[src/rtl/cbm_state_updater_pkg.sv]
// Shared definitions for the CBM hidden-neuron state stage.
//   state_t     : FSM encodings (INIT/EMIT/WAIT/CALC, 2 bits).
//   idx_width   : neuron index counter width, max(1, $clog2(NH)).
//   step_width  : signed step arithmetic width, AW+2.
package cbm_state_updater_pkg;

    typedef enum logic [1:0] {
        ST_INIT = 2'd0,
        ST_EMIT = 2'd1,
        ST_WAIT = 2'd2,
        ST_CALC = 2'd3
    } state_t;

    function automatic int idx_width(input int nh);
        return (nh > 1) ? $clog2(nh) : 1;
    endfunction

    function automatic int step_width(input int aw);
        return aw + 2;
    endfunction

endpackage

[src/rtl/cbm_state_updater_phase_step.sv]
// Combinational phase update for one chaotic Boltzmann machine neuron.
//   iU : signed summed accumulator for the neuron (AW bits)
//   iS : current binary state
//   iX : current phase (PW bits, unsigned)
//   oX : next phase
//   oS : next binary state
// The drive is u when s=1 and -u when s=0, so a positive input shortens
// the rise toward s=1 and stretches the fall back to s=0.
module cbm_state_updater_phase_step
    import cbm_state_updater_pkg::*;
#(
    parameter int AW      = 10,
    parameter int PW      = 8,
    parameter int BASE    = 16,
    parameter int SH      = 4,
    parameter int MAXSTEP = 64
) (
    input  logic signed [AW-1:0] iU,
    input  logic                 iS,
    input  logic [PW-1:0]        iX,
    output logic [PW-1:0]        oX,
    output logic                 oS
);

    localparam int SW = step_width(AW);

    localparam logic signed [AW-1:0] U_MIN  = {1'b1, {(AW-1){1'b0}}};
    localparam logic signed [AW-1:0] U_MAX  = {1'b0, {(AW-1){1'b1}}};
    localparam logic signed [SW-1:0] BASE_S = SW'(BASE);
    localparam logic signed [SW-1:0] MAX_S  = SW'(MAXSTEP);
    localparam logic signed [SW-1:0] ONE_S  = SW'(1);
    localparam logic [PW:0]          X_TOP  = {1'b0, {PW{1'b1}}};

    logic signed [AW-1:0] w_e;
    logic signed [SW-1:0] w_e_ext;
    logic signed [SW-1:0] w_raw;
    logic [PW-1:0]        w_step;
    logic [PW:0]          w_sum;

    always_comb begin
        // Negating the most-negative code would wrap back to itself, so it
        // saturates to the most-positive code instead.
        w_e = iU;
        if (!iS) begin
            w_e = (iU == U_MIN) ? U_MAX : -iU;
        end

        // Two guard bits keep BASE - (e >>> SH) from overflowing.
        w_e_ext = {{2{w_e[AW-1]}}, w_e};
        w_raw   = BASE_S - (w_e_ext >>> SH);

        // The step is never 0, so every neuron keeps oscillating.
        if (w_raw < ONE_S) begin
            w_step = PW'(1);
        end else if (w_raw > MAX_S) begin
            w_step = PW'(MAXSTEP);
        end else begin
            w_step = w_raw[PW-1:0];
        end

        w_sum = {1'b0, iX} + {1'b0, w_step};

        oX = iX;
        oS = iS;
        if (!iS) begin
            if (w_sum >= X_TOP) begin
                oX = '1;
                oS = 1'b1;
            end else begin
                oX = w_sum[PW-1:0];
            end
        end else begin
            if (iX <= w_step) begin
                oX = '0;
                oS = 1'b0;
            end else begin
                oX = iX - w_step;
            end
        end
    end

endmodule

[src/rtl/cbm_state_updater.sv]
// CBM hidden-neuron state stage. Accepts the per-neuron accumulator vector,
// advances each neuron's phase by one time step (one neuron per cycle through
// a single shared phase-step unit) and emits the NH-bit binary state vector.
//   iCLK, iRST            : clock, asynchronous active-low reset
//   iValid_AS_CbmAccum    : accumulator vector valid
//   oReady_AS_CbmAccum    : ready for an accumulator vector (WAIT state)
//   iData_AS_CbmAccum     : neuron i at [i*AW +: AW], signed
//   oValid_BM_CbmState    : state vector valid (EMIT state)
//   iReady_BM_CbmState    : downstream accepts the state vector
//   oData_BM_CbmState     : binary state s[i]; stable only while valid
//   oDbg_State            : current FSM state
// Handshake: a transfer happens on a rising edge where valid and ready are
// both 1; valid/ready are decoded from the registered state only, never from
// the partner's signal, and a raised valid is held until the transfer.
module cbm_state_updater
    import cbm_state_updater_pkg::*;
#(
    parameter int NH      = 16,
    parameter int AW      = 10,
    parameter int PW      = 8,
    parameter int BASE    = 16,
    parameter int SH      = 4,
    parameter int MAXSTEP = 64
) (
    input  logic               iCLK,
    input  logic               iRST,
    input  logic               iValid_AS_CbmAccum,
    output logic               oReady_AS_CbmAccum,
    input  logic [NH*AW-1:0]   iData_AS_CbmAccum,
    output logic               oValid_BM_CbmState,
    input  logic               iReady_BM_CbmState,
    output logic [NH-1:0]      oData_BM_CbmState,
    output state_t             oDbg_State
);

    localparam int NW = idx_width(NH);

    state_t              r_state;
    state_t              w_state_next;
    logic [NW-1:0]       r_n;
    logic [NH*AW-1:0]    r_hold;
    logic [NH-1:0]       r_s;
    logic [PW-1:0]       r_x [NH];

    logic                w_capture;
    logic                w_update;
    logic                w_last;
    logic signed [AW-1:0] w_u;
    logic [PW-1:0]       w_x_next;
    logic                w_s_next;

    assign w_last = (r_n == NW'(NH - 1));
    assign w_u    = $signed(r_hold[int'(r_n)*AW +: AW]);

    cbm_state_updater_phase_step #(
        .AW      (AW),
        .PW      (PW),
        .BASE    (BASE),
        .SH      (SH),
        .MAXSTEP (MAXSTEP)
    ) u_phase_step (
        .iU (w_u),
        .iS (r_s[r_n]),
        .iX (r_x[r_n]),
        .oX (w_x_next),
        .oS (w_s_next)
    );

    always_comb begin
        w_state_next = r_state;
        w_capture    = 1'b0;
        w_update     = 1'b0;
        case (r_state)
            ST_INIT: w_state_next = ST_EMIT;
            ST_EMIT: begin
                if (iReady_BM_CbmState) w_state_next = ST_WAIT;
            end
            ST_WAIT: begin
                if (iValid_AS_CbmAccum) begin
                    w_capture    = 1'b1;
                    w_state_next = ST_CALC;
                end
            end
            ST_CALC: begin
                w_update = 1'b1;
                if (w_last) w_state_next = ST_EMIT;
            end
            default: w_state_next = ST_INIT;
        endcase
    end

    always_ff @(posedge iCLK or negedge iRST) begin
        if (!iRST) begin
            r_state <= ST_INIT;
            r_n     <= '0;
            r_hold  <= '0;
            r_s     <= '0;
            for (int i = 0; i < NH; i++) begin
                r_x[i] <= '0;
            end
        end else begin
            r_state <= w_state_next;
            if (w_capture) begin
                r_hold <= iData_AS_CbmAccum;
                r_n    <= '0;
            end
            if (w_update) begin
                r_s[r_n] <= w_s_next;
                r_x[r_n] <= w_x_next;
                if (!w_last) r_n <= r_n + NW'(1);
            end
        end
    end

    assign oValid_BM_CbmState = (r_state == ST_EMIT);
    assign oReady_AS_CbmAccum = (r_state == ST_WAIT);
    assign oData_BM_CbmState  = r_s;
    assign oDbg_State         = r_state;

endmodule

[config.mk]
export PLATFORM = sky130hd
export DESIGN_NAME = cbm_state_updater
export DESIGN_NICKNAME = d
export VERILOG_FILES = /design/src/rtl/cbm_state_updater_pkg.sv /design/src/rtl/cbm_state_updater_phase_step.sv /design/src/rtl/cbm_state_updater.sv
export SDC_FILE = /design/constraint.sdc
export NUM_CORES = 1
export LEC_CHECK = 0
export ABC_AREA = 1
export ABC_CLOCK_PERIOD_IN_PS = 7700
export CAP_MARGIN = 40
export CORE_MARGIN = 1
export CORE_UTILIZATION = 45
export CTS_CLUSTER_DIAMETER = 100
export DETAILED_ROUTE_END_ITERATION = 10
export PLACE_DENSITY = 0.66
export SETUP_SLACK_MARGIN = 0.05
export SLEW_MARGIN = 15
export SYNTH_ARGS = -nofsm -noshare
export SYNTH_HDL_FRONTEND = slang
export SYNTH_SLANG_ARGS = --single-unit
[constraint.sdc]
create_clock -name iCLK -period 7.7 [get_ports iCLK]
set_input_delay 1.54 -clock iCLK [delete_from_list [all_inputs] [get_ports iCLK]]
set_output_delay 1.54 -clock iCLK [all_outputs]
set_load 0.01 [all_outputs]
==> reports/summary.txt <==
run status: finished with violations
failing checks: design-rule violations
post-CTS setup buffers: 0
post-CTS sizing: 0
number of global-route vias before repair: 13400
Cells after Synth: 2044
Post-synth EDFFs: 0
highest-delay cell along the critical path: dfrtp_4
grt met1 use: 36.5%
Final Hold Viols: 0
Avg Cell Area, Syn: 7.99 um2
Syn-to-layout area delta: 19.5%
Port-buffer cells: 183
crit path time final: 6910 ps
hold_sp: r_x[4]
Hold WC Path Type: register to register
endpoint type of the worst setup path: register
Pre-antenna DRT Iters: 8
# IOs: 184
Final period util: 89.7%
met2 usage: 38.0%
Setup-failing EPs final: 0
family with the most delay on the worst path: simple AND/OR/NAND/NOR gates
Root Buffer: clkbuf_16
FILL cells: 3298
initial antenna violation count: 3
area share of the largest cell type after synthesis: 47.5%
WL per Instance: 17.1 um
GR peak layer: met2
Critical Path RT: 8100 ps
layout net count: 2374
Top FF cell, synth: dfrtp_1
Worst setup SP type: register
setup TNS: 0 ps
row count: 69
Die H: 193 um
most used cell, CP: nand2_1
CTS Buf Count: 35
Final GP Congestion: 0.928
Final Util: 54.7%
via count: 14100
clk_skew: 23.6 ps
Synth cell types: 51
Worst Setup SP: r_n[0]
YS warnings: 0
Post-Syn Area: 0.0163 mm2
dpl hpwl: 30800 um
pre-CTS WS: 784 ps
final wirelength: 45600 um
CTS tree: done
routed vias/inst: 5.28
Initial Util: 45.8%
Clock Latency Late Sink: 530 ps
commonest non-fill, non-tap cells in the layout: nand2_1 (676), dfrtp_1 (308), nor2_1 (237)
FFs w/ async S/R, synth: 100%
Max Slew Vio Count: 0
CP bufs+invs: 7
DR DRC count: 20
dominant cell type by area after synthesis: dfrtp_1
global-route wire length before repair: 72700 um
clock-pin slew on the worst setup and hold paths: 60 ps
post-route setup slack: 793 ps
CTS Sinks: 310
RSZ-0062 raised after global routing: no
Die Wd: 193 um
core region area: 0.0357 mm2
top cells by area, synth: dfrtp_1 (47%), nand2_1 (16%), mux2_2 (5.5%)
Hold Slack: 479 ps
die area: 0.0371 mm2
Yosys reg bits: 310
Global Route met3 Usage: 4.33%
Max Clock Freq: 145 MHz
Max Cap Viol: 0
Rel. slew slack: 23.7%
critical path class: register to register
share of layout cells above drive strength 1: 9.59%
# hold bufs at CTS: 0
Max FO, Critical Path: 66
largest net degree at the start of global routing: 230
Iter 0 DRT Violations: 1192
CP max stage delay: 790 ps
Tot GR Track Use: 25.1%
Final ANT Viol Nets: 0
arrival time worst endpoint: 7300 ps
commonest non-fill, non-tap cell in the layout: nand2_1
Overflow after GRT: 0
H-tree Lvls: 2
Least-Margin Pin Slew: 1140 ps
register area share after synthesis: 47.5%
Critical R2R Launch: r_n[0]
Max clock buf depth: 3
Syn Nets: 2237
-- per-stage QoR --
stage	area, um2	cells
after CTS	19500	2660
after global routing	19500	2664
after floorplan	16300	2044
after global placement	18400	2601
after detailed placement	18400	2603
final	19500	2664
-- logic make-up after synthesis --
kind of cell,after synthesis,synth area share [%]
buf+inv,290,8.02
fa+ha+maj,29,2.31
flops,310,47.5
mux,80,5.52
compound gates,321,11.9
xor+xnor,8,0.429
simple gates,1006,24.3
-- synth_stat cells, types with 2 or more instances --
| cell type | number |
|---|---|
| a31oi_1 | 25 |
| a21oi_2 | 2 |
| nor2_1 | 237 |
| o21ai_1 | 38 |
| a22oi_1 | 6 |
| xor2_1 | 7 |
| clkinv_1 | 2 |
| nand3b_1 | 2 |
| o211ai_2 | 2 |
| dfrtp_1 | 310 |
| ha_1 | 27 |
| nand2_1 | 677 |
| o221ai_4 | 2 |
| inv_1 | 163 |
| nand2_2 | 5 |
| nor4_1 | 3 |
| nand3_2 | 3 |
| nand3_1 | 55 |
| buf_6 | 20 |
| o211ai_1 | 11 |
| inv_2 | 9 |
| nor2_2 | 11 |
| mux2_2 | 80 |
| buf_4 | 8 |
| buf_2 | 22 |
| clkbuf_1 | 57 |
| a221oi_1 | 7 |
| nor2_4 | 3 |
| o21ai_0 | 51 |
| o22ai_1 | 8 |
| a32oi_1 | 6 |
| o21ai_2 | 2 |
| a21oi_1 | 140 |
| nor3_1 | 2 |
| buf_1 | 7 |
| a32o_1 | 12 |
| o21bai_1 | 2 |
| fa_1 | 2 |
| nand4_1 | 6 |
-- cell type report --
class                   instances  area, um2  area share [%]
repair buffers                215       2170            11.1
well taps                     461        577            2.96
clock buffers                  48        985            5.05
inverters                     175        661            3.39
multi-input cells            1444       7270            37.3
flip-flops and latches        310       7760            39.8
diodes                          2       5.00          0.0256
clock inverters                 9       80.1           0.410
-- sequential cells by signal, summed over array words and instances (netlist names) --
signal and count:
oDbg_State 2, r_n 4, r_hold 160, r_x 128
oData_BM_CbmState 16
-- per-layer routing --
layer / up-vias / part of all wire [%]
met2: 414 / 45
li1: 6816 / -
met4: 2 / 2.4
met1: 6762 / 47
met5: - / 0.028
met3: 63 / 6.3
-- worst min-delay path: stages (launching register included) --
cell and delay (ps):
dfrtp_1 340, nand2_1 60, nand2_1 50
-- path summary, 6_finish.rpt --
kind / depth (start not counted) / end / slack (ps)
setup / recovery: 39 / r_x[25] / 790
hold / removal: 2 / r_x[4] / 480
setup reg to reg: 39 / r_x[25] / 790
hold reg to reg: 2 / r_x[4] / 480
max in group asynchronous: 2 / r_x[20] / 5290
min in group asynchronous: 1 / r_hold[49] / 970
Power is left out: the tool's default activity adds up to more than one toggle a clock period on the data nets, which glitch-free logic cannot reach.
